### src/rtl/tt_sweep_ctrl.sv
// tt_sweep_ctrl: sequencer that sweeps every input combination of a small
// combinational function, samples its output into a truth-table register and
// compares the captured table against a latched expected minterm mask.
//
// Ports:
//   clk            - clock, all state updates on the rising edge
//   rst_n          - synchronous active-low reset
//   start          - begin a sweep; honoured only in IDLE
//   expected       - expected output per vector (bit i = f(i)), latched on start
//   dut_in         - drive to the function inputs (MSB = input a)
//   dut_out        - function output f
//   busy           - sweep in progress (start edge through last SAMPLE)
//   done           - one-cycle pulse at the end of a sweep
//   pass           - no mismatches in the last sweep; held until next start
//   truth_table    - captured outputs, bit i = sampled f for vector i
//   mismatch_count - number of vectors whose sample differed from expected
//   fail_valid     - at least one mismatch seen this sweep
//   first_fail_idx - index of first mismatching vector (valid with fail_valid)
//
// Optional build macro:
//   TT_STOP_ON_FAIL_EN - when defined, the first mismatch ends the sweep.

module tt_sweep_ctrl #(
  parameter int unsigned NUM_IN        = 4,
  parameter int unsigned SETTLE_CYCLES = 2
) (
  input  logic                     clk,
  input  logic                     rst_n,
  input  logic                     start,
  input  logic [(1<<NUM_IN)-1:0]   expected,
  output logic [NUM_IN-1:0]        dut_in,
  input  logic                     dut_out,
  output logic                     busy,
  output logic                     done,
  output logic                     pass,
  output logic [(1<<NUM_IN)-1:0]   truth_table,
  output logic [NUM_IN:0]          mismatch_count,
  output logic                     fail_valid,
  output logic [NUM_IN-1:0]        first_fail_idx
);

  localparam int unsigned NV    = 1 << NUM_IN;
  localparam int unsigned CNT_W = 8;
  localparam int unsigned MC_W  = NUM_IN + 1;

  localparam logic [CNT_W-1:0]  SETTLE_LAST = CNT_W'(SETTLE_CYCLES - 1);
  localparam logic [NUM_IN-1:0] IDX_LAST    = NUM_IN'(NV - 1);
  localparam logic [NUM_IN-1:0] IDX_ONE     = NUM_IN'(1);
  localparam logic [CNT_W-1:0]  CNT_ONE     = CNT_W'(1);
  localparam logic [MC_W-1:0]   MC_ONE      = MC_W'(1);

  typedef enum logic [1:0] {
    ST_IDLE   = 2'd0,
    ST_SETTLE = 2'd1,
    ST_SAMPLE = 2'd2,
    ST_DONE   = 2'd3
  } state_e;

  state_e              state_q, state_d;
  logic [NUM_IN-1:0]   idx_q, idx_d;
  logic [CNT_W-1:0]    cnt_q, cnt_d;
  logic [NV-1:0]       exp_q, exp_d;
  logic [NUM_IN-1:0]   dut_in_q, dut_in_d;
  logic                busy_q, busy_d;
  logic                done_q, done_d;
  logic                pass_q, pass_d;
  logic [NV-1:0]       tt_q, tt_d;
  logic [MC_W-1:0]     mc_q, mc_d;
  logic                fv_q, fv_d;
  logic [NUM_IN-1:0]   ff_q, ff_d;
  logic                miss_c;
  logic                end_c;

  // Sample of the current vector disagrees with the latched expectation.
  assign miss_c = (dut_out != exp_q[idx_q]);

  // Condition that terminates the sweep at a SAMPLE cycle.
`ifdef TT_STOP_ON_FAIL_EN
  assign end_c = miss_c || (idx_q == IDX_LAST);
`else
  assign end_c = (idx_q == IDX_LAST);
`endif

  // Next-state and output computation.
  always_comb begin
    state_d  = state_q;
    idx_d    = idx_q;
    cnt_d    = cnt_q;
    exp_d    = exp_q;
    dut_in_d = dut_in_q;
    busy_d   = busy_q;
    done_d   = 1'b0;
    pass_d   = pass_q;
    tt_d     = tt_q;
    mc_d     = mc_q;
    fv_d     = fv_q;
    ff_d     = ff_q;

    unique case (state_q)
      ST_IDLE: begin
        if (start) begin
          exp_d    = expected;
          idx_d    = '0;
          dut_in_d = '0;
          cnt_d    = '0;
          tt_d     = '0;
          mc_d     = '0;
          fv_d     = 1'b0;
          ff_d     = '0;
          pass_d   = 1'b0;
          busy_d   = 1'b1;
          state_d  = ST_SETTLE;
        end
      end

      ST_SETTLE: begin
        cnt_d = cnt_q + CNT_ONE;
        if (cnt_q == SETTLE_LAST) begin
          state_d = ST_SAMPLE;
        end
      end

      ST_SAMPLE: begin
        tt_d[idx_q] = dut_out;
        if (miss_c) begin
          mc_d = mc_q + MC_ONE;
          if (!fv_q) begin
            ff_d = idx_q;
            fv_d = 1'b1;
          end
        end
        if (end_c) begin
          busy_d  = 1'b0;
          state_d = ST_DONE;
        end else begin
          idx_d    = idx_q + IDX_ONE;
          dut_in_d = idx_q + IDX_ONE;
          cnt_d    = '0;
          state_d  = ST_SETTLE;
        end
      end

      ST_DONE: begin
        done_d  = 1'b1;
        pass_d  = (mc_q == '0);
        state_d = ST_IDLE;
      end

      default: state_d = ST_IDLE;
    endcase
  end

  // State and output registers with synchronous active-low reset.
  always_ff @(posedge clk) begin
    if (!rst_n) begin
      state_q  <= ST_IDLE;
      idx_q    <= '0;
      cnt_q    <= '0;
      exp_q    <= '0;
      dut_in_q <= '0;
      busy_q   <= 1'b0;
      done_q   <= 1'b0;
      pass_q   <= 1'b0;
      tt_q     <= '0;
      mc_q     <= '0;
      fv_q     <= 1'b0;
      ff_q     <= '0;
    end else begin
      state_q  <= state_d;
      idx_q    <= idx_d;
      cnt_q    <= cnt_d;
      exp_q    <= exp_d;
      dut_in_q <= dut_in_d;
      busy_q   <= busy_d;
      done_q   <= done_d;
      pass_q   <= pass_d;
      tt_q     <= tt_d;
      mc_q     <= mc_d;
      fv_q     <= fv_d;
      ff_q     <= ff_d;
    end
  end

  assign dut_in         = dut_in_q;
  assign busy           = busy_q;
  assign done           = done_q;
  assign pass           = pass_q;
  assign truth_table    = tt_q;
  assign mismatch_count = mc_q;
  assign fail_valid     = fv_q;
  assign first_fail_idx = ff_q;

endmodule

### config.mk
export PLATFORM = sky130hd
export DESIGN_NAME = tt_sweep_ctrl
export DESIGN_NICKNAME = d
export VERILOG_FILES = /design/src/rtl/tt_sweep_ctrl.sv
export SDC_FILE = /design/constraint.sdc
export NUM_CORES = 1
export LEC_CHECK = 0
export BUFFER_PORTS_ARGS = -buffer_cell sky130_fd_sc_hd__buf_4
export CORE_MARGIN = 5
export CORE_UTILIZATION = 50
export DETAILED_ROUTE_END_ITERATION = 10
export HOLD_SLACK_MARGIN = 0.15
export PLACE_DENSITY_LB_ADDON = 0.08
export SLEW_MARGIN = 20
export SYNTH_ARGS = -nofsm -noshare
export SYNTH_HDL_FRONTEND = slang
export SYNTH_SLANG_ARGS = --single-unit
### constraint.sdc
create_clock -name clk -period 2.1 [get_ports clk]
set_input_delay 0.21 -clock clk [delete_from_list [all_inputs] [get_ports clk]]
set_output_delay 0.21 -clock clk [all_outputs]
set_load 0.01 [all_outputs]
Word level (Yosys, flattened, before mapping) --
Index checks and enable logic that the tools add are counted.
Storage, ports and cells: bits in registers 59, bits of input ports 20, output and inout bits 33, logic and storage cells 74
Operators by class: add/subtract/negate cells 3, $lt $le $gt $ge 2, equality and inequality tests 12, multiplexer cells 31, reduce and logical (&&, ||, !) cells 15
Operator list (count):
- $pmux 16 s2 | 1
- $pmux 8 s3 | 1
- $bwmux 16 | 1
- $mux 16 | 1
- $mux 4 | 4
- $mux 8 | 2
- $pmux 4 s2 | 2
- $ne 2x2->1 const B | 6
- $reduce_and 3->1 | 4
- $mux 5 | 2
- $pmux 5 s2 | 1
- $add 8x1->8 const B | 1
- $eq 8x1->1 const B | 1
- $pmux 2 s4 | 1
- $reduce_and 2->1 | 4
- $mux 1 | 7
- $mux 2 | 3
- $pmux 1 s2 | 3
- $add 5x1->5 const B | 1
- $logic_not 5->1 | 1
- $lt 4x5->1 const B | 1
- $add 4x1->4 const B | 1
- $bmux 1 s4 | 1
- $demux 1 s4 | 1
- 10 further kinds | 12

Logic depth before layout (Yosys ltp) --
Gate-level depths: netlist (run 1).
word-level depth 6, gate-level depth with buffers 8, gate-level depth less buffers 7

Worst setup path after synthesis (run 1) --
No wires, ideal clock.
kind reg-to-reg, from register, netlist name dut_in[2], to register mc_q[3], in the netlist mismatch_count[3], setup time 0.120 ns, arrival 2.064 ns, data required time 1.980 ns, setup slack -0.084 ns, stages on the path, launching flop included 9, path buffers 2, clock period less this slack 2.184 ns, cell sequence dfxtp_1 buf_6 mux4_2 mux2i_4 mux2i_1 a211oi_2 buf_6 nor3_2 o31a_1
RTL lines:
- to (signal assigned) | RTL line 178 | mc_q <= mc_d;
- to (decl) | RTL line 68 | logic [MC_W-1:0] mc_q, mc_d;

==> results of run 1 <==
-- logic make-up (layout without fill, tap and decap cells) --
group	Yosys count	after routing	share of synthesized area, %
multiplexers	10	10	5.029
AND/OR/NAND/NOR	138	138	24.13
adder cells (fa/ha/maj)	8	8	3.529
AO/OA/AOI/OAI	72	72	19.06
buffers and inverters	27	108	4.146
XOR/XNOR	8	8	2.470
flip-flops	59	59	41.64
-- per-stage QoR --
stage	TNS [ns]	std cells	hold WS [ns]	instance area, um^2
2_1_floorplan	-0.1174	322	0.3549	2840
3_3_place_gp	-0.2003	441	0.4519	3349
3_5_place_dp	-0.3917	441	0.4577	3349
4_1_cts	-0.005886	475	0.2453	3705
5_1_grt	-0.4576	475	0.2677	3715
6_report	-0.03167	475	0.2665	3715
-- layer usage --
metal  share of wire [%]  GRT usage (%)
met4                 1.6          7.914
met2                  47          31.85
met3                 4.7          5.922
met1                  47          23.21
met5                   0              0
-- worst max-delay path, cell delays in order (launching register included) --
cell	delay (ns)
dfxtp_4	0.37
mux4_2	0.53
mux2i_4	0.19
mux2i_2	0.25
a211oi_2	0.07
buf_6	0.15
and3_4	0.17
o31a_1	0.28
-- report_power, final --
group	total [W]	switching, W	leakage (nW)	internal, W
Sequential	0.00119	0.0000294	0.479	0.00116
Clock	0.000909	0.000419	0.0905	0.000490
Combinational	0.000371	0.000203	0.876	0.000168
-- repair_timing --
action / CTS / global route
buffers inserted: 2 / 0
pin swaps: 0 / 1
cloned: 0 / 0
hold buffers: 16 / 0
endpoints found under the hold margin: 16 / 0
setup endpoints to repair: 8 / 12
gates resized for setup: 4 / 3
-- cell usage in the layout (no fill, tap or decap), drive strengths merged, types with 6 or more instances in the layout --
| master | n |
|---|---|
| nand3 | 9 |
| o211ai | 11 |
| nand4 | 16 |
| dfxtp | 59 |
| a21boi | 33 |
| mux2i | 7 |
| clkbuf | 14 |
| and3 | 9 |
| dlygate4sd3 | 16 |
| nor2b | 7 |
| ha | 8 |
| buf | 71 |
| nand2 | 54 |
| nor3 | 6 |
| nor2 | 19 |
-- cells in the mapped netlist, types with 3 or more instances --
master	number
a32o_1	4
xor2_1	5
a21boi_0	33
a21oi_1	5
nor2_1	19
o311ai_0	4
and3_2	3
nand2_1	54
nand2b_1	3
o21ai_0	4
ha_1	8
a22oi_1	3
and2_1	5
o31a_1	4
inv_1	5
nor2b_1	7
and3_1	6
o211ai_1	11
dfxtp_1	59
nor3_1	5
nand4_1	16
mux2i_1	6
clkbuf_1	17
nand3_1	9
xnor2_1	3
-- worst min-delay path by stage --
stage                                       from  slack (ns)                            to  cells after the start
after detailed placement   exp_q[0]$_SDFFE_PN0P_        0.46         exp_q[0]$_SDFFE_PN0P_                      2
after global placement    exp_q[13]$_SDFFE_PN0P_        0.45        exp_q[13]$_SDFFE_PN0P_                      2
after global routing                     dut_out        0.27  truth_table[15]$_SDFFE_PN0P_                      3
final                                    dut_out        0.27   truth_table[8]$_SDFFE_PN0P_                      3
after floorplan                     expected[10]        0.35        exp_q[10]$_SDFFE_PN0P_                      2
after CTS                                dut_out        0.25  truth_table[15]$_SDFFE_PN0P_                      3
-- state kept, by name, summed over array words and instances (netlist names) --
signal          flops
done                1
truth_table        16
busy                1
mismatch_count      5
pass                1
cnt_q               8
dut_in              4
exp_q              16
state_q             2
fail_valid          1
first_fail_idx      4
-- area by class of cell --
type / count / share of cell area, %
clock buffer: 14 / 4.379
clock inverter: 2 / 0.2695
inverter: 5 / 0.5052
multi-input combinational: 236 / 41.76
sequential: 59 / 31.90
tap: 72 / 2.425
timing repair buffer: 87 / 18.76
==> impl_metrics.csv, run 1 <==
group,metric,value,unit
critical_path,crit_fanout,14,
critical_path,reg2reg_depth,7,
logic_synthesis,netlist_area,2836,um^2
placed_design,port_buffers,52,
timing,hold_viol,0,
timing,fin_skew,0.007161,ns
logic_synthesis,ys.flop_type,"dfxtp_1",
detailed_routing,vias,2537,
logic_synthesis,yosys.area.top_type,"dfxtp_1",
layout,seqCellArea,1185,um^2
timing,fin_ws,-0.02727,ns
critical_path,cp.required,2.32,ns
logic_synthesis,synth_edf_count,0,
placed_design,gp_congestion,0.8140,
detailed_routing,wl_per_cell,13.95,um
layout,layout.nets,426,
clocking,htreeDepth,3,
floorplan,core_area,5507,um^2
timing,rsz0062_at_grt,"true",
detailed_routing,drtIter0Drc,114,
detailed_routing,drcViolationCount,0,
status,status,"complete, but fails checks",
global_route,grt_max_degree,54,
layout,drive_gt1_share,24.07,%
logic_synthesis,synth.avg_cell_area,8.809,um^2
logic_synthesis,synthCells,322,
global_route,antenna_found_initial,0,
clocking,cts_buffers,9,
critical_path,startpoint,"dut_in[2]$_SDFFE_PN0P_",
global_route,grtUsageTotal,19.28,%
floorplan,initial_utilization,51.51,%
clocking,worstSkewPairLatency,0.34,ns
global_route,grt_remaining_overflow,0,
logic_synthesis,synth.distinct_cells,42,
logic_synthesis,yosysWarnings,0,
critical_path,timing.rr.start,"dut_in[2]$_SDFFE_PN0P_",
detailed_routing,dr.pass1.iters,5,
layout,area.growth.synth_to_final,30.97,%
critical_path,rr_endpoint,"mismatch_count[3]$_SDFFE_PN0P_",
status,violations,"negative setup slack",
logic_synthesis,synth-seq-cells,59,
job,drv_cap,0,
timing,setup_violations,3,
logic_synthesis,seq_area_frac_synth,41.64,%
critical_path,criticalPathCategory,"reg -> reg",
power_and_ir_drop,ir_worst_vdd,0.0004716,V
timing,clock.fmax,0.4701,GHz
floorplan,rows,27,
critical_path,arrival,2.35,ns
floorplan,die_w,85.32,um
global_route,grt_pass1_vias,2522,
critical_path,rrSetupSlack,-0.03,ns
floorplan,dieArea,7280,um^2
power_and_ir_drop,power,0.002473,W
layout,num_antenna_cells,0,
clocking,clkTransAtPathRegs,0.06,ns
clocking,cts.sinks,59,
min_path,hold_path.class,"in -> reg",
timing,fin_crit_sh,101.3,%
logic_synthesis,synth_nets,350,
detailed_routing,via_per_inst,5.341,
clocking,cts_tree,"built",
layout,final_core_utilization,67.46,%
power_and_ir_drop,p_leak,1.446,nW
placed_design,hpwlAfterDp,4.477,mm
timing,max_slew_margin,53.41,%
logic_synthesis,async_flop_share,0,%
layout,fillCellCount,493,
critical_path,startpoint_type,"flip-flop",
critical_path,crit_path_end,"mismatch_count[3]$_SDFFE_PN0P_",
timing,finalMaxSlewViolations,0,
detailed_routing,wl,6.628,mm
floorplan,die_y,85.32,um
global_route,grt_pass1_wl,11.34,mm
clocking,clockRootBuffer,"clkbuf_8",
placed_design,place_ws,-0.1428,ns
clocking,cts.path.max_buffers,2,
timing,worst_slew_pin_slew,0.6915,ns
critical_path,endpoint_kind,"flip-flop",
logic_synthesis,synthTopCellsByArea,"dfxtp_1 (42%), a21boi_0 (8.7%), nand2_1 (7.1%), ha_1 (3.5%), nand4_1 (3.5%)",
floorplan,io_pins,53,
layout,multi_input_area,1551,um^2
timing,period_needed,2.127,ns
power_and_ir_drop,powerDensity,665.6,nW/um^2
detailed_routing,drtAntennaViolNets,0,
logic_synthesis,synth.top_cell.area_share,41.64,%
(Power assumes the default switching activity.)
==> run 2: changes to the inputs <==
Settings changed: CORE_MARGIN 5 to 3, CORE_UTILIZATION 50 to 43, PLACE_DENSITY set to 0.75, PLACE_DENSITY_LB_ADDON 0.08 to unset.
==> run 2 against run 1 <==
The flow still finishes with violations (negative setup slack); via count grew 1.3%; fmax rose by 0.88%; clock skew decreased by 0.00095 ns; largest cell class unchanged; global-route usage down 0.63 points; power decreased by 1.5%; first-iteration DRC count grew 19%; sequential cell count unchanged.
==> impl_metrics.csv, run 2 (synthesis gave the netlist of run 1 again) <==
group,metric,value,unit
status,status,"complete, but fails checks",
status,violations,"negative setup slack",
min_path,holdPathStages,3,
critical_path,startpoint_type,"flip-flop",
detailed_routing,wl,6.658,mm
floorplan,dieArea,7607,um^2
layout,layout.nets,428,
timing,setup_violations,3,
layout,final_cell_mix,"buf_4 (70), dfxtp_1 (57), nand2_1 (53)",
detailed_routing,drtAntennaViolNets,0,
critical_path,endpoint_kind,"flip-flop",
detailed_routing,drcViolationCount,0,
detailed_routing,drtIter0Drc,136,
timing,max_slew_margin,68.74,%
global_route,antenna_found_initial,0,
critical_path,slowest_stage,"mux4_2",
global_route,grtUsageTotal,18.65,%
layout,area.growth.synth_to_final,33.00,%
global_route,grt_pass1_wl,11.21,mm
timing,fin_skew,0.006214,ns
floorplan,die_w,87.22,um
critical_path,timing.rr.start,"dut_in[2]$_SDFFE_PN0P_",
layout,num_antenna_cells,0,
critical_path,rr_endpoint,"mismatch_count[2]$_SDFFE_PN0P_",
min_path,hp-start,"dut_out",
job,drv_cap,0,
critical_path,slowest_delay,0.52,ns
detailed_routing,via_per_inst,5.367,
layout,final_common_cell,"buf_4",
detailed_routing,wl_per_cell,13.90,um
detailed_routing,vias,2571,
placed_design,port_buffers,52,
timing,fin_ws,-0.008662,ns
timing,rsz0062_at_grt,"true",
timing,finalMaxSlewViolations,0,
power_and_ir_drop,powerDensity,645.3,nW/um^2
timing,final.setup.tns,-0.02130,ns
floorplan,rows,28,
placed_design,hpwlAfterDp,4.505,mm
min_path,hold-path-endpoint,"truth_table[15]$_SDFFE_PN0P_",
clocking,cts.path.max_buffers,2,
global_route,use_met1,23.33,%
clocking,clockRootBuffer,"clkbuf_8",
clocking,cts_tree,"built",
global_route,grt_remaining_overflow,0,
critical_path,criticalPathCategory,"reg -> reg",
timing,clock.fmax,0.4742,GHz
floorplan,initial_utilization,46.00,%
placed_design,place_ws,-0.1279,ns
timing,hold_viol,0,
detailed_routing,dr.pass1.iters,5,
critical_path,reg2reg_depth,6,
critical_path,rrSetupSlack,-0.009,ns
timing,worst_slew_pin_slew,0.4689,ns
power_and_ir_drop,ir_worst_vdd,0.0004472,V
layout,drive_gt1_share,25.50,%
placed_design,gp_congestion,0.8292,
floorplan,core_area,6166,um^2
global_route,grt_max_degree,54,
timing,holdWs,0.2683,ns
clocking,cts_buffers,9,
critical_path,path_common_cell,"mux2i_4",
floorplan,io_pins,53,
timing,period_needed,2.109,ns
critical_path,crit_fanout,5,
critical_path,arrival,2.34,ns
power_and_ir_drop,p_leak,1.463,nW
critical_path,cp.required,2.33,ns
clocking,clkTransAtPathRegs,0.06,ns
floorplan,die_y,87.22,um
clocking,cts.sinks,59,
global_route,gr-max-usage-layer,"met2",
timing,fin_crit_sh,100.4,%
global_route,grt.met2_usage,30.57,%
critical_path,crit_path_cell_trace,"mux4_2 > mux2i_4 > mux2i_4 > a211oi_4 > and3_4 > o31a_1",
global_route,grt_pass1_vias,2478,
clocking,worstSkewPairLatency,0.34,ns
layout,fillCellCount,555,
global_route,use_met3,6.149,%
min_path,hold_path.class,"in -> reg",
clocking,htreeDepth,3,
-- run 2: area by class of cell --
class / count / area, um^2 / share of cell area (%)
timing repair buffer: 88 / 708.2 / 18.77
multi-input combinational: 237 / 1605 / 42.55
tap: 75 / 93.84 / 2.488
clock inverter: 3 / 15.01 / 0.3980
sequential: 59 / 1186 / 31.44
clock buffer: 12 / 145.1 / 3.847
inverter: 5 / 18.77 / 0.4975
-- run 2: report_power, final --
group	switching [W]	total, W	internal (W)
clock	0.000415	0.000863	0.000447
combinational	0.000207	0.000379	0.000172
sequential	0.0000294	0.00119	0.00116
total	0.000652	0.00243	0.00178
-- run 2: critical path, delay by kind of cell, from the launching register on --
family | cells | cell delay [ns]
flops | 1 | 0.37
mux | 3 | 1.07
compound gates | 2 | 0.37
simple gates | 1 | 0.18
-- run 2: metrics by stage --
| step | instance area, um^2 | util, % | instances | total power [W] |
|---|---|---|---|---|
| global route | 3772 | 61.18 | 479 | 0.002550 |
| CTS | 3725 | 60.41 | 477 | 0.002450 |
| global placement | 3361 | 54.50 | 445 | 0.001546 |
| detailed placement | 3361 | 54.50 | 445 | 0.001552 |
| floorplan | 2840 | - | 322 | 0.001426 |
| finish | 3772 | 61.18 | 479 | 0.002434 |
-- run 2: what timing repair did --
action / in CTS / in global routing
setup buffers: 2 / 3
pin swaps: 5 / 4
cloned: 1 / 0
endpoints found under the hold margin: 16 / 0
gates resized for setup: 7 / 10
hold buffers: 16 / 0
endpoints found under the setup margin: 8 / 17
-- run 2: worst max path at each step --
stage,from,slack [ns],end,cells after the start
2_1_floorplan,dut_in[2]$_SDFFE_PN0P_,-0.04,mismatch_count[4]$_SDFFE_PN0P_,8
3_3_place_gp,dut_in[2]$_SDFFE_PN0P_,-0.09,mismatch_count[3]$_SDFFE_PN0P_,7
3_5_place_dp,dut_in[2]$_SDFFE_PN0P_,-0.13,mismatch_count[3]$_SDFFE_PN0P_,7
4_1_cts,dut_in[2]$_SDFFE_PN0P_,-0.03,mismatch_count[3]$_SDFFE_PN0P_,6
5_1_grt,dut_in[2]$_SDFFE_PN0P_,-0.11,first_fail_idx[3]$_SDFFE_PN0P_,7
6_report,dut_in[2]$_SDFFE_PN0P_,-0.009,mismatch_count[2]$_SDFFE_PN0P_,6
-- run 2: layer usage --
layer	part of all wire, %	vias to the layer above
met3	6.9	6
met1	45	1190
li1	-	1305
met2	47	70
met5	0	-
met4	1.1	0
==> run 3: changes to the inputs <==
Settings changed: PLACE_DENSITY 0.75 to unset, PLACE_DENSITY_LB_ADDON set to 0.3.
==> run 3 against run 2 <==
The run still ends with negative setup slack left; clock power is essentially flat; via count grew 1.3%; design area shrank 1.1%; die area is the same; first-iteration DRC count grew 8.1%; count of clock-buffer cells in the layout is the same; clock skew grew 0.00073 ns; final cell count grew 0.21%; wire length grew 2.1%; global-route usage grew 0.29 points; highest routed layer unchanged.
==> impl_metrics.csv, run 3 (synthesis gave the netlist of run 1 again) <==
group,metric,value,unit
detailed_routing,via_per_inst,5.425,
floorplan,initial_utilization,46.00,%
global_route,antenna_found_initial,0,
detailed_routing,dr.pass1.iters,4,
clocking,cts_tree,"built",
timing,period_needed,2.102,ns
floorplan,die_w,87.22,um
power_and_ir_drop,internal_power,0.001784,W
placed_design,port_buffers,52,
clocking,cts.path.max_buffers,2,
power_and_ir_drop,switchingPower,0.0006474,W
floorplan,rows,28,
power_and_ir_drop,powerDensity,651.9,nW/um^2
layout,layout.nets,429,
power_and_ir_drop,share_seq_of_total_power,49.0,%
layout,final_cell_mix,"buf_4 (71), dfxtp_1 (57), nand2_1 (54)",
power_and_ir_drop,ir_worst_vdd,0.0005000,V
global_route,grt_pass1_vias,2432,
timing,fin_crit_sh,100.1,%
timing,worst_slew_pin_slew,0.4705,ns
timing,rsz0062_at_grt,"true",
placed_design,gp_congestion,0.8181,
critical_path,cp.required,2.32,ns
clocking,worstSkewPairLatency,0.34,ns
critical_path,arrival,2.32,ns
global_route,grt_remaining_overflow,0,
critical_path,critPathTopFamily,"multiplexers",
clocking,htreeDepth,3,
critical_path,criticalPathCategory,"reg -> reg",
global_route,grt_max_degree,54,
detailed_routing,drcViolationCount,0,
clocking,cts_buffers,9,
layout,drive_gt1_share,24.69,%
power_and_ir_drop,p_leak,1.470,nW
clocking,clockRootBuffer,"clkbuf_8",
power_and_ir_drop,power_frac_comb,15.6,%
power_and_ir_drop,pwr-share-clk,35.4,%
timing,finalMaxSlewViolations,0,
power_and_ir_drop,swShare,26.63,%
timing,fin_ws,-0.001968,ns
detailed_routing,wl,6.797,mm
min_path,hold_path.class,"in -> reg",
critical_path,slowest_delay,0.52,ns
critical_path,startpoint_type,"flip-flop",
status,violations,"negative setup slack",
layout,area.growth.synth_to_final,31.50,%
floorplan,dieArea,7607,um^2
global_route,grtUsageTotal,18.94,%
detailed_routing,drtIter0Drc,147,
critical_path,endpoint_kind,"flip-flop",
layout,num_antenna_cells,0,
timing,hold_viol,0,
power_and_ir_drop,power,0.002431,W
clocking,cts.sinks,59,
timing,setup_violations,1,
critical_path,critPathBufInv,2,
critical_path,slowest_stage,"mux4_2",
timing,clock.fmax,0.4757,GHz
detailed_routing,drtAntennaViolNets,0,
detailed_routing,wl_per_cell,14.16,um
placed_design,hpwlAfterDp,4.555,mm
timing,fin_skew,0.006945,ns
critical_path,path_common_cell,"buf_6",
global_route,grt_pass1_wl,11.47,mm
critical_path,crit_fanout,6,
critical_path,crit_path_cell_trace,"mux4_2 > mux2i_4 > mux2i_1 > a211oi_2 > buf_6 > buf_6 > nor3_2 > o31a_1",
status,status,"complete, but fails checks",
layout,final_core_utilization,60.49,%
job,drv_cap,0,
timing,max_slew_margin,68.64,%
detailed_routing,vias,2604,
layout,final_common_cell,"buf_4",
floorplan,io_pins,53,
floorplan,core_area,6166,um^2
floorplan,die_y,87.22,um
clocking,clkTransAtPathRegs,0.06,ns
==> run 3: final timing paths <==
check,from,end,slack (ns),cells after the start
min,dut_out,truth_table[15]$_SDFFE_PN0P_,0.26,3
min reg2reg,exp_q[15]$_SDFFE_PN0P_,exp_q[15]$_SDFFE_PN0P_,0.46,2
max,dut_in[2]$_SDFFE_PN0P_,mismatch_count[4]$_SDFFE_PN0P_,-0.002,8
max reg2reg,dut_in[2]$_SDFFE_PN0P_,mismatch_count[4]$_SDFFE_PN0P_,-0.002,8
==> run 3: tightest hold or removal path: cells and delay by family <==
kind	cells	cell delay [ns]
buffers and inverters	1	0.18
and+or+nand+nor	1	0.08
AOI/OAI and AO/OA	1	0.07
==> run 3: what timing repair did <==
item                                   4_1_cts  5_1_grt
pin swaps                                    1        4
setup endpoints to repair                    4        6
hold buffers                                16        0
endpoints found under the hold margin       16        0
buffers inserted                             2        0
gates resized for setup                      2        6
gates cloned                                 0        1
==> run 3: stage by stage <==
stage	hold WS, ns	std cells	setup TNS (ns)	setup WS, ns	area, um^2
6_report	0.2609	480	-0.001968	-0.001968	3730
5_1_grt	0.2665	480	-0.3147	-0.08376	3730
4_1_cts	0.2474	479	0	0.006306	3704
3_5_place_dp	0.4575	446	-0.3635	-0.1198	3368
3_3_place_gp	0.4511	446	-0.2341	-0.08209	3368
2_1_floorplan	0.3549	322	-0.1174	-0.04463	2840
==> run 3: power groups by stage <==
stage / combinational, W / sequential, W / clock [W]
after CTS: 0.000374 / 0.00119 / 0.000889
final: 0.000380 / 0.00119 / 0.000861
after detailed placement: 0.000345 / 0.00122 / 0
after floorplan: 0.000209 / 0.00122 / 0
after global routing: 0.000421 / 0.00120 / 0.000930
after global placement: 0.000340 / 0.00121 / 0
==> run 3: cell type report <==
cell class / count / area, um^2
multi-input combinational: 236 / 1544
clock buffer: 12 / 145.1
fill: 581 / 2436
sequential: 59 / 1186
timing repair buffer: 90 / 726.9
inverter: 5 / 18.77
clock inverter: 3 / 15.01
tap: 75 / 93.84
==> run 3: layer usage <==
layer	GRT usage [%]	wire (um)
met5	0	0
met4	5.439	75
met3	6.623	393
met2	29.81	3165
met1	24.59	3162
